--- src/rtl/lcd_write_engine_if.sv ---
// Byte push channel into the LCD write engine: {rs, data} offered with write_en,
// ready is high while the engine's byte FIFO has room.
interface lcd_write_engine_if;
    logic [7:0] data;
    logic       rs;
    logic       write_en;
    logic       ready;

    modport master (output data, rs, write_en, input ready);
    modport slave  (input data, rs, write_en, output ready);
endinterface

--- src/rtl/lcd_write_engine.sv ---
// HD44780 4-bit write engine: byte FIFO, two-nibble serialiser with programmable E timing.
// Define LCD_INIT_SEQ_EN to run the power-up init nibble sequence after every reset.
module lcd_write_engine #(
    parameter int FIFO_DEPTH   = 4,
    parameter int T_POWERUP    = 750000,
    parameter int T_SETUP      = 2,
    parameter int T_EN_HIGH    = 12,
    parameter int T_NIBBLE_GAP = 50,
    parameter int T_CMD_WAIT   = 2000,
    parameter int T_CLEAR_WAIT = 82000
) (
    input  logic              clk_i,
    input  logic              rst_ni,
    lcd_write_engine_if.slave wr_if,
    output logic              busy_o,
    output logic              init_done_o,
    output logic              overflow_o,
    output logic [3:0]        lcd_data_o,
    output logic              lcd_e_o,
    output logic              lcd_rs_o,
    output logic              lcd_rw_o,
    output logic              lcd_sf_ce_o
);

    function automatic int max2(int a, int b);
        return (a > b) ? a : b;
    endfunction

    localparam int T_MAX = max2(max2(max2(T_POWERUP, T_SETUP), max2(T_EN_HIGH, T_NIBBLE_GAP)),
                                max2(T_CMD_WAIT, T_CLEAR_WAIT));
    localparam int TW = $clog2(T_MAX) + 1;
    localparam int AW = $clog2(FIFO_DEPTH);

    // Timers are loaded with N-1 so a phase of N cycles ends when the count reaches zero.
    localparam logic [TW-1:0] LD_SETUP = TW'(T_SETUP - 1);
    localparam logic [TW-1:0] LD_EN    = TW'(T_EN_HIGH - 1);
    localparam logic [TW-1:0] LD_GAP   = TW'(T_NIBBLE_GAP - 1);
    localparam logic [TW-1:0] LD_CMD   = TW'(T_CMD_WAIT - 1);
    localparam logic [TW-1:0] LD_CLR   = TW'(T_CLEAR_WAIT - 1);

    typedef enum logic [2:0] {
`ifdef LCD_INIT_SEQ_EN
        S_POWERUP,
`endif
        S_IDLE,
        S_SETUP,
        S_PULSE,
        S_HOLD,
        S_WAIT
    } state_t;

`ifdef LCD_INIT_SEQ_EN
    localparam state_t RST_STATE = S_POWERUP;
    // First POWERUP cycle arms the timer, so it is loaded with two less than the wait.
    localparam logic [TW-1:0] LD_PWR = TW'((T_POWERUP >= 2) ? T_POWERUP - 2 : 0);
`else
    localparam state_t RST_STATE = S_IDLE;
`endif

    logic [8:0]    fifo_q [FIFO_DEPTH];
    logic [AW-1:0] wr_ptr_q, rd_ptr_q;
    logic [AW:0]   count_q;
    logic          full, empty, push, pop;
    logic [8:0]    head;

    state_t        state_q, state_d;
    logic [TW-1:0] timer_q, timer_d;
    logic [8:0]    byte_q, byte_d;
    logic          lo_q, lo_d;
    logic          init_done_q, init_done_d;
    logic [3:0]    lcd_d_q, lcd_d_d;
    logic          lcd_rs_q, lcd_rs_d;
    logic          ovf_q;
    logic          tmr_done, long_wait;
`ifdef LCD_INIT_SEQ_EN
    logic [1:0]    init_idx_q, init_idx_d;
    logic          arm_q, arm_d;
`endif

    assign full  = (count_q == (AW + 1)'(FIFO_DEPTH));
    assign empty = (count_q == '0);
    assign push  = wr_if.write_en && !full;
    assign head  = fifo_q[rd_ptr_q];

    always_ff @(posedge clk_i) begin
        if (push) fifo_q[wr_ptr_q] <= {wr_if.rs, wr_if.data};
    end

    always_ff @(posedge clk_i or negedge rst_ni) begin
        if (!rst_ni) begin
            wr_ptr_q <= '0;
            rd_ptr_q <= '0;
            count_q  <= '0;
            ovf_q    <= 1'b0;
        end else begin
            if (push) wr_ptr_q <= wr_ptr_q + 1'b1;
            if (pop)  rd_ptr_q <= rd_ptr_q + 1'b1;
            count_q <= count_q + (AW + 1)'(push) - (AW + 1)'(pop);
            // Full is judged before any same-cycle pop, so such a push is still dropped.
            if (wr_if.write_en && full) ovf_q <= 1'b1;
        end
    end

    assign tmr_done  = (timer_q == '0);
    assign long_wait = !byte_q[8] && (byte_q[7:2] == 6'd0) && (byte_q[1:0] != 2'd0);

    always_comb begin
        state_d     = state_q;
        timer_d     = tmr_done ? timer_q : timer_q - 1'b1;
        byte_d      = byte_q;
        lo_d        = lo_q;
        lcd_d_d     = lcd_d_q;
        lcd_rs_d    = lcd_rs_q;
        pop         = 1'b0;
`ifdef LCD_INIT_SEQ_EN
        init_done_d = init_done_q;
        init_idx_d  = init_idx_q;
        arm_d       = arm_q;
`else
        init_done_d = 1'b1;
`endif
        case (state_q)
`ifdef LCD_INIT_SEQ_EN
            S_POWERUP: begin
                arm_d = 1'b1;
                if (arm_q ? tmr_done : (T_POWERUP <= 1)) begin
                    state_d  = S_SETUP;
                    timer_d  = LD_SETUP;
                    lcd_d_d  = 4'h3;
                    lcd_rs_d = 1'b0;
                end else if (!arm_q) begin
                    timer_d = LD_PWR;
                end
            end
`endif
            S_IDLE: begin
                if (init_done_q && !empty) begin
                    pop      = 1'b1;
                    byte_d   = head;
                    lo_d     = 1'b0;
                    state_d  = S_SETUP;
                    timer_d  = LD_SETUP;
                    lcd_d_d  = head[7:4];
                    lcd_rs_d = head[8];
                end
            end
            S_SETUP: begin
                if (tmr_done) begin
                    state_d = S_PULSE;
                    timer_d = LD_EN;
                end
            end
            S_PULSE: begin
                if (tmr_done) begin
                    state_d = S_HOLD;
                    timer_d = LD_GAP;
                end
            end
            S_HOLD: begin
                if (tmr_done) begin
`ifdef LCD_INIT_SEQ_EN
                    if (!init_done_q) begin
                        state_d = S_WAIT;
                        timer_d = (init_idx_q == 2'd0) ? LD_CLR : LD_CMD;
                    end else
`endif
                    if (!lo_q) begin
                        lo_d    = 1'b1;
                        state_d = S_SETUP;
                        timer_d = LD_SETUP;
                        lcd_d_d = byte_q[3:0];
                    end else begin
                        state_d = S_WAIT;
                        timer_d = long_wait ? LD_CLR : LD_CMD;
                    end
                end
            end
            S_WAIT: begin
                if (tmr_done) begin
`ifdef LCD_INIT_SEQ_EN
                    if (!init_done_q) begin
                        if (init_idx_q == 2'd3) begin
                            state_d     = S_IDLE;
                            init_done_d = 1'b1;
                        end else begin
                            // Init nibbles run 0x3, 0x3, 0x3, then 0x2 to select 4-bit mode.
                            init_idx_d = init_idx_q + 2'd1;
                            state_d    = S_SETUP;
                            timer_d    = LD_SETUP;
                            lcd_d_d    = (init_idx_q == 2'd2) ? 4'h2 : 4'h3;
                        end
                    end else
`endif
                    state_d = S_IDLE;
                end
            end
            default: state_d = RST_STATE;
        endcase
    end

    always_ff @(posedge clk_i or negedge rst_ni) begin
        if (!rst_ni) begin
            state_q     <= RST_STATE;
            timer_q     <= '0;
            lo_q        <= 1'b0;
            init_done_q <= 1'b0;
            lcd_d_q     <= 4'h0;
            lcd_rs_q    <= 1'b0;
`ifdef LCD_INIT_SEQ_EN
            init_idx_q  <= 2'd0;
            arm_q       <= 1'b0;
`endif
        end else begin
            state_q     <= state_d;
            timer_q     <= timer_d;
            lo_q        <= lo_d;
            init_done_q <= init_done_d;
            lcd_d_q     <= lcd_d_d;
            lcd_rs_q    <= lcd_rs_d;
`ifdef LCD_INIT_SEQ_EN
            init_idx_q  <= init_idx_d;
            arm_q       <= arm_d;
`endif
        end
    end

    always_ff @(posedge clk_i) begin
        byte_q <= byte_d;
    end

    assign wr_if.ready = !full;
    assign busy_o      = (state_q != S_IDLE) || !empty || !init_done_q;
    assign init_done_o = init_done_q;
    assign overflow_o  = ovf_q;
    assign lcd_data_o  = lcd_d_q;
    assign lcd_e_o     = (state_q == S_PULSE);
    assign lcd_rs_o    = lcd_rs_q;
    assign lcd_rw_o    = 1'b0;
    assign lcd_sf_ce_o = 1'b1;

endmodule
--- src/flat_wrapper.sv ---
// flat-port wrapper written by rule: the top's interface ports become plain ports
module lcd_write_engine_flat 
#(
    parameter int FIFO_DEPTH   = 4,
    parameter int T_POWERUP    = 750000,
    parameter int T_SETUP      = 2,
    parameter int T_EN_HIGH    = 12,
    parameter int T_NIBBLE_GAP = 50,
    parameter int T_CMD_WAIT   = 2000,
    parameter int T_CLEAR_WAIT = 82000
)
  (clk_i, rst_ni, busy_o, init_done_o, overflow_o, lcd_data_o, lcd_e_o, lcd_rs_o, lcd_rw_o, lcd_sf_ce_o, wr_if_data, wr_if_rs, wr_if_write_en, wr_if_ready);
  lcd_write_engine_if wr_if_i ();
  input  logic clk_i;
  input  logic rst_ni;
  output logic busy_o;
  output logic init_done_o;
  output logic overflow_o;
  output logic [3:0] lcd_data_o;
  output logic lcd_e_o;
  output logic lcd_rs_o;
  output logic lcd_rw_o;
  output logic lcd_sf_ce_o;
  input wire logic [$bits(wr_if_i.data)-1:0] wr_if_data;
  input wire logic [$bits(wr_if_i.rs)-1:0] wr_if_rs;
  input wire logic [$bits(wr_if_i.write_en)-1:0] wr_if_write_en;
  output wire logic [$bits(wr_if_i.ready)-1:0] wr_if_ready;
  assign wr_if_i.data = wr_if_data;
  assign wr_if_i.rs = wr_if_rs;
  assign wr_if_i.write_en = wr_if_write_en;
  assign wr_if_ready = wr_if_i.ready;
  lcd_write_engine #(.FIFO_DEPTH(FIFO_DEPTH), .T_POWERUP(T_POWERUP), .T_SETUP(T_SETUP), .T_EN_HIGH(T_EN_HIGH), .T_NIBBLE_GAP(T_NIBBLE_GAP), .T_CMD_WAIT(T_CMD_WAIT), .T_CLEAR_WAIT(T_CLEAR_WAIT)) u_core (.clk_i(clk_i), .rst_ni(rst_ni), .wr_if(wr_if_i), .busy_o(busy_o), .init_done_o(init_done_o), .overflow_o(overflow_o), .lcd_data_o(lcd_data_o), .lcd_e_o(lcd_e_o), .lcd_rs_o(lcd_rs_o), .lcd_rw_o(lcd_rw_o), .lcd_sf_ce_o(lcd_sf_ce_o));
endmodule
--- config.mk ---
export PLATFORM = sky130hd
export DESIGN_NAME = lcd_write_engine_flat
export DESIGN_NICKNAME = d
export VERILOG_FILES = /design/src/rtl/lcd_write_engine_if.sv /design/src/rtl/lcd_write_engine.sv /design/src/flat_wrapper.sv
export SDC_FILE = /design/constraint.sdc
export NUM_CORES = 1
export LEC_CHECK = 0
export ABC_AREA = 1
export CORE_ASPECT_RATIO = 1.1
export CORE_MARGIN = 4
export CORE_UTILIZATION = 59
export DETAILED_ROUTE_END_ITERATION = 8
export MAX_ROUTING_LAYER = met4
export PLACE_DENSITY = 0.79
export SETUP_SLACK_MARGIN = 0.05
export SLEW_MARGIN = 20
export SYNTH_ARGS = -nofsm -noshare
export SYNTH_HDL_FRONTEND = slang
export SYNTH_SLANG_ARGS = --single-unit
export TNS_END_PERCENT = 20
--- constraint.sdc ---
create_clock -name clk_i -period 2.8 [get_ports clk_i]
set_clock_uncertainty 0.05 [all_clocks]
set_input_delay 0.56 -clock clk_i [delete_from_list [all_inputs] [get_ports clk_i]]
set_output_delay 0.56 -clock clk_i [all_outputs]
set_load 0.05 [all_outputs]
# Word level (Yosys, flattened, before mapping)
# Memories as Yosys holds them, arrays and structs flattened.
# Index checks and enable logic that the tools add are counted.
# Widths: inputs -> output; s select.
# totals
reg_bits	48
latchBits	0
ramBits	36
rom_bits	0
inputBits	12
output_inout_bits	12
word_cells	76
n_memories	1
# classes
n_addsub	5
n_mul	0
div_mod_pow	0
magnitude_cmp	0
eq_ne	11
shift	0
n_mux	26
bitwise	0
n_reduce_logical	22
# mem_list
name	words	width	read_ports	rd_ports_with_merged_regs	wr	line_no	rtl
u_core.fifo_q	4	9	1	0	1	lcd_write_engine.sv:60	logic [8:0] fifo_q [FIFO_DEPTH];
# op_table
operator	n
$mux 21	6
$pmux 21 s4	1
$logic_not 21->1	1
$sub 21x1->21 const B	1
$mux 3	6
$mux 17	1
$pmux 3 s5	1
$mux 4	3
$ne 2x1->1 const B	5
$pmux 4 s2	1
$eq 3x2->1 const B	2
$eq 3x3->1 const B	2
$logic_not 3->1	2
$logic_not 6->1	1
$mux 1	6
$logic_and 1x1->1	5
$reduce_and 5->1	1
$add 2x1->2 const B	2
$logic_not 1->1	4
$reduce_and 4->1	1
$reduce_bool 2->1	2
$add 3x1->3	1
$eq 3x1->1 const B	1
$reduce_and 3->1	1
6 further kinds	7

# Depth between registers and ports, before layout
# depth
word_depth	7
mapped_depth	12
ltp_nobuf	11

# Worst setup path after synthesis
# OpenSTA, ideal clock, no wires.
# synth_path
path_type	register to register
from	reg u_core.init_done_q (netlist: u_core.init_done_o)
to	reg u_core.count_q[2]
setup_time_ps	123
arrival_time_ps	2244
t_required_ps	2627
path_slack_ps	384
path_stages_with_launch	11
path_buffers	0
period_less_slack_ps	2416
cell_sequence	dfrtp_1 > inv_1 > nor2_1 > nand2_1 > inv_1 > ha_1 > inv_1 > ha_1 > inv_1 > fa_1 > xnor2_1
# synth_via
elab_chain_cells	4
# synth_lines
element	line_no	rtl
from (decl)	lcd_write_engine.sv:70	logic init_done_q, init_done_d;
from (signal assigned)	lcd_write_engine.sv:217	init_done_q <= init_done_d;
$logic_and 1x1->1	lcd_write_engine.sv:137	if (init_done_q && !empty) begin
$mux 1	lcd_write_engine.sv:137	
$mux 1	lcd_write_engine.sv:122	case (state_q)
net u_core.pop	lcd_write_engine.sv:63	logic full, empty, push, pop;
$sub 3x1->3	lcd_write_engine.sv:98	count_q <= count_q + (AW + 1)'(push) - (AW + 1)'(pop);
to (signal assigned)	lcd_write_engine.sv:98	
to (decl)	lcd_write_engine.sv:62	logic [AW:0] count_q;
# The timed path passes the listed nets, and every way through them passes these cells.
# A chain may end at the register's enable or synchronous reset.

# Worst setup path after layout
# layout_path
from	reg u_core.state_q[1]
to	out busy_o
# layout_via
elab_chain_cells	3
# layout_lines
element	line_no	rtl
from (decl)	lcd_write_engine.sv:66	state_t state_q, state_d;
from (signal assigned)	lcd_write_engine.sv:214	state_q <= state_d;
$reduce_bool 3->1	lcd_write_engine.sv:232	assign busy_o = (state_q != S_IDLE) || !empty || !init_done_q;
$logic_or 1x1->1 (2 in a row)	lcd_write_engine.sv:232	
to (decl)	flat_wrapper.sv:16	output logic busy_o;
# Every way passes these cells.

==> impl_metrics.ini <==
[outcome]
status = completed

[sta]
layout_min_cycle_time_ns = 2.58
fin_crit_sh_pct = 92.3
finalHoldViolCount = 0
setup-violations-final = 0
setup_tns_ns = 0
worst_pin_slew_ns = 0.887
clock.fmax_mhz = 387
slew_violations = 0
maxSlewHeadroom_pct = 40.9
layout_setup_ws_ns = 0.216
rsz0062_at_grt = false

[cells_and_area]
drive_above_1_share_pct = 12.8
diodes = 0
nNetsFinal = 485
fin_util_pct = 69.4
stdcell_count = 550
stdcell_area_um2 = 4630
fillers = 523
area_growth_pct = 12.6

[clocking]
numCtsBuffers = 9
clock_latency_ns = 0.35
cts_buffer_depth = 2
htree_num_levels = 3
cts_root_buffer = clkbuf_8
cts_resized = 0
post_cts_buffers = 0
cts_hold_buf = 0
path_clk_slew_ns = 0.10
cts.sinks = 84
cts_tree = built

[die]
die_x_um = 87.6
die_h_um = 95.6
start_util_pct = 61.6
io_pins = 24
rows = 31
core-area_um2 = 6670
dieArea_um2 = 8370

[power]
power_frac_comb_pct = 48.4
p_sw_share_pct = 45.9
p_per_area_nw_per_um2 = 1190
cell_internal_pwr_uw = 2970
power_leakage_uw = 0.00206
p_sw_uw = 2520
p_seq_share_pct = 36.2
ir_worst_vdd_uv = 607
pwr-share-clk_pct = 15.4

[worst_setup_path]
cp_max_fo = 4
cp.arrival_ns = 1.97
critPathCapture = busy_o
startpoint = u_core.state_q[1]
critPathLaunchType = flip-flop
critPathCaptureType = output pin
criticalPathCategory = reg -> out
r2r-end = u_core.count_q[2]
ff2ff_path_depth = 10
r2r-start = u_core.count_q[1]
crit_required_ns = 2.19
rrSetupSlack_ns = 0.51

[global_routing]
antenna_found_initial = 0
overflow = 0
grt_pass1_wl_um = 13700
grt_pass1_vias = 3021
grt_max_degree = 40
grt_usage_pct = 22.1

[placed_design]
post_dp_cell_area_um2 = 4430
place_hpwl_um = 5700
gp_congestion = 0.871
io_buffer_count = 21
dp_cells = 534
dp_worst_setup_slack_ns = 0.525

[detailed_routing]
drtIter0Drc = 203
drc = 0
routedWlPerCell_um = 14.8
drt_wl_total_um = 8120
dr.pass1.iters = 5
num_vias = 3045
ant_nets = 0
vias_per_cell = 5.54

[yosys]
synth_area_um2 = 4110
ys_ff_latch = 84
synth_cell_type_count = 36
synth_warnings = 0
synth_area_per_cell_um2 = 9.54
synth_seq_area_share_pct = 56.6
syn_inst = 431

[hold_path]
hp-class = in -> async

[run]
maxCapViolations = 0
kinds of logic after synthesis:
family | synth area share [%]
AND/OR/NAND/NOR | 23.2
adder cells (fa/ha/maj) | 3.22
other | 0.183
flip-flops | 56.6
XOR/XNOR | 2.56
buffers and inverters | 5.51
AO/OA/AOI/OAI | 8.76
placed cells by master, fill, tap and decap left out, drive strengths merged:
cell,count
or3,1
ha,9
o22ai,9
nand2,86
inv,52
a31oi,1
nand3,17
xor2,8
clkdlybuf4s50,19
o21ai,36
buf,8
nand3b,2
fa,1
o211ai,1
clkbuf,9
nor3,8
nand4,9
dfrtp,39
edfxtp,45
dlymetal6s2s,1
o21bai,1
conb,3
a21oi,11
xnor2,4
a31o,2
clkinv,3
a22oi,1
nor2,82
registers in the layout, indices dropped and copies added, names as in the netlist:
name,count
u_core.lcd_rs_o,1
u_core.lcd_data_o,4
u_core.timer_q,21
u_core.byte_q,9
u_core.lo_q,1
u_core.wr_ptr_q,2
u_core.count_q,3
u_core.overflow_o,1
u_core.fifo_q,36
u_core.init_done_o,1
u_core.rd_ptr_q,2
u_core.state_q,3
stage by stage:
stage,power [uW],hold slack [ns]
after detailed placement,4640,0.413
after CTS,5520,0.302
after global placement,4550,0.404
final,5500,0.264
after global routing,5940,0.334
after floorplan,3970,0.214
Yosys cell counts:
| cell type | n | area (um^2) |
|---|---|---|
| nor2_1 | 68 | 255 |
| nor3_1 | 4 | 20.0 |
| conb_1 | 2 | 7.51 |
| o21bai_1 | 1 | 7.51 |
| nand4_1 | 9 | 56.3 |
| or3_1 | 1 | 6.26 |
| nor2_2 | 11 | 68.8 |
| nor2_4 | 3 | 33.8 |
| a22oi_2 | 1 | 12.5 |
| nand3b_1 | 2 | 15.0 |
| o211ai_1 | 1 | 7.51 |
| buf_2 | 1 | 5.00 |
| o21ai_1 | 8 | 40.0 |
| nand2_1 | 81 | 304 |
| buf_4 | 2 | 15.0 |
| buf_6 | 1 | 11.3 |
| inv_2 | 5 | 18.8 |
| a31o_2 | 2 | 17.5 |
| clkinv_1 | 1 | 3.75 |
| xnor2_1 | 4 | 35.0 |
| edfxtp_1 | 45 | 1350 |
| a21oi_4 | 1 | 16.3 |
| inv_1 | 42 | 158 |
| fa_1 | 1 | 20.0 |
| o22ai_1 | 9 | 56.3 |
| nor3_2 | 4 | 40.0 |
| dfrtp_1 | 39 | 976 |
| nand3_1 | 14 | 70.1 |
| a21oi_1 | 10 | 50.1 |
| ha_1 | 9 | 113 |
| nand2_2 | 5 | 31.3 |
| nand3_4 | 3 | 52.6 |
| clkbuf_1 | 4 | 15.0 |
| a31oi_2 | 1 | 12.5 |
| xor2_1 | 8 | 70.1 |
| o21ai_0 | 28 | 140 |
layer usage:
metal	routed length [um]	global-route usage [%]	vias to the layer above
li1	-	-	1489
met1	3230	25.1	1453
met2	4310	37.9	82
met3	312	3.28	21
met4	261	11.3	0
met5	0	-	-
power groups by stage:
stage,clock network (uW),logic [uW],registers (uW)
final,849,2660,1990
after global routing,933,2980,2030
after CTS,863,2660,1990
after detailed placement,0,2630,2010
after global placement,0,2550,2000
after floorplan,0,1880,2080
worst min-delay path by stage:
stage                      start           endpoint  slack, ns
5_1_grt                   rst_ni  u_core.timer_q[6]       0.33
3_3_place_gp   u_core.overflow_o  u_core.overflow_o       0.40
3_5_place_dp   u_core.overflow_o  u_core.overflow_o       0.41
2_1_floorplan             rst_ni  u_core.count_q[0]       0.21
4_1_cts                   rst_ni  u_core.timer_q[6]       0.30
6_report                  rst_ni  u_core.timer_q[6]       0.26
area by class of cell:
type	count	area [um^2]	area share (%)
sequential	84	2330	50.3
multi-input combinational	292	1560	33.7
timing repair buffer	28	260	5.62
clock inverter	7	73.8	1.59
inverter	48	180	3.89
tap	82	103	2.22
clock buffer	9	124	2.67
worst max-delay path: stages, from the launching register on:
cell	delay, ns
dfrtp_1	0.45
nor2_1	0.18
nand2_1	0.12
inv_1	0.09
nand3_1	0.07
clkdlybuf4s50_1	0.71
No activity file was read; power rests on OpenSTA's default activity.
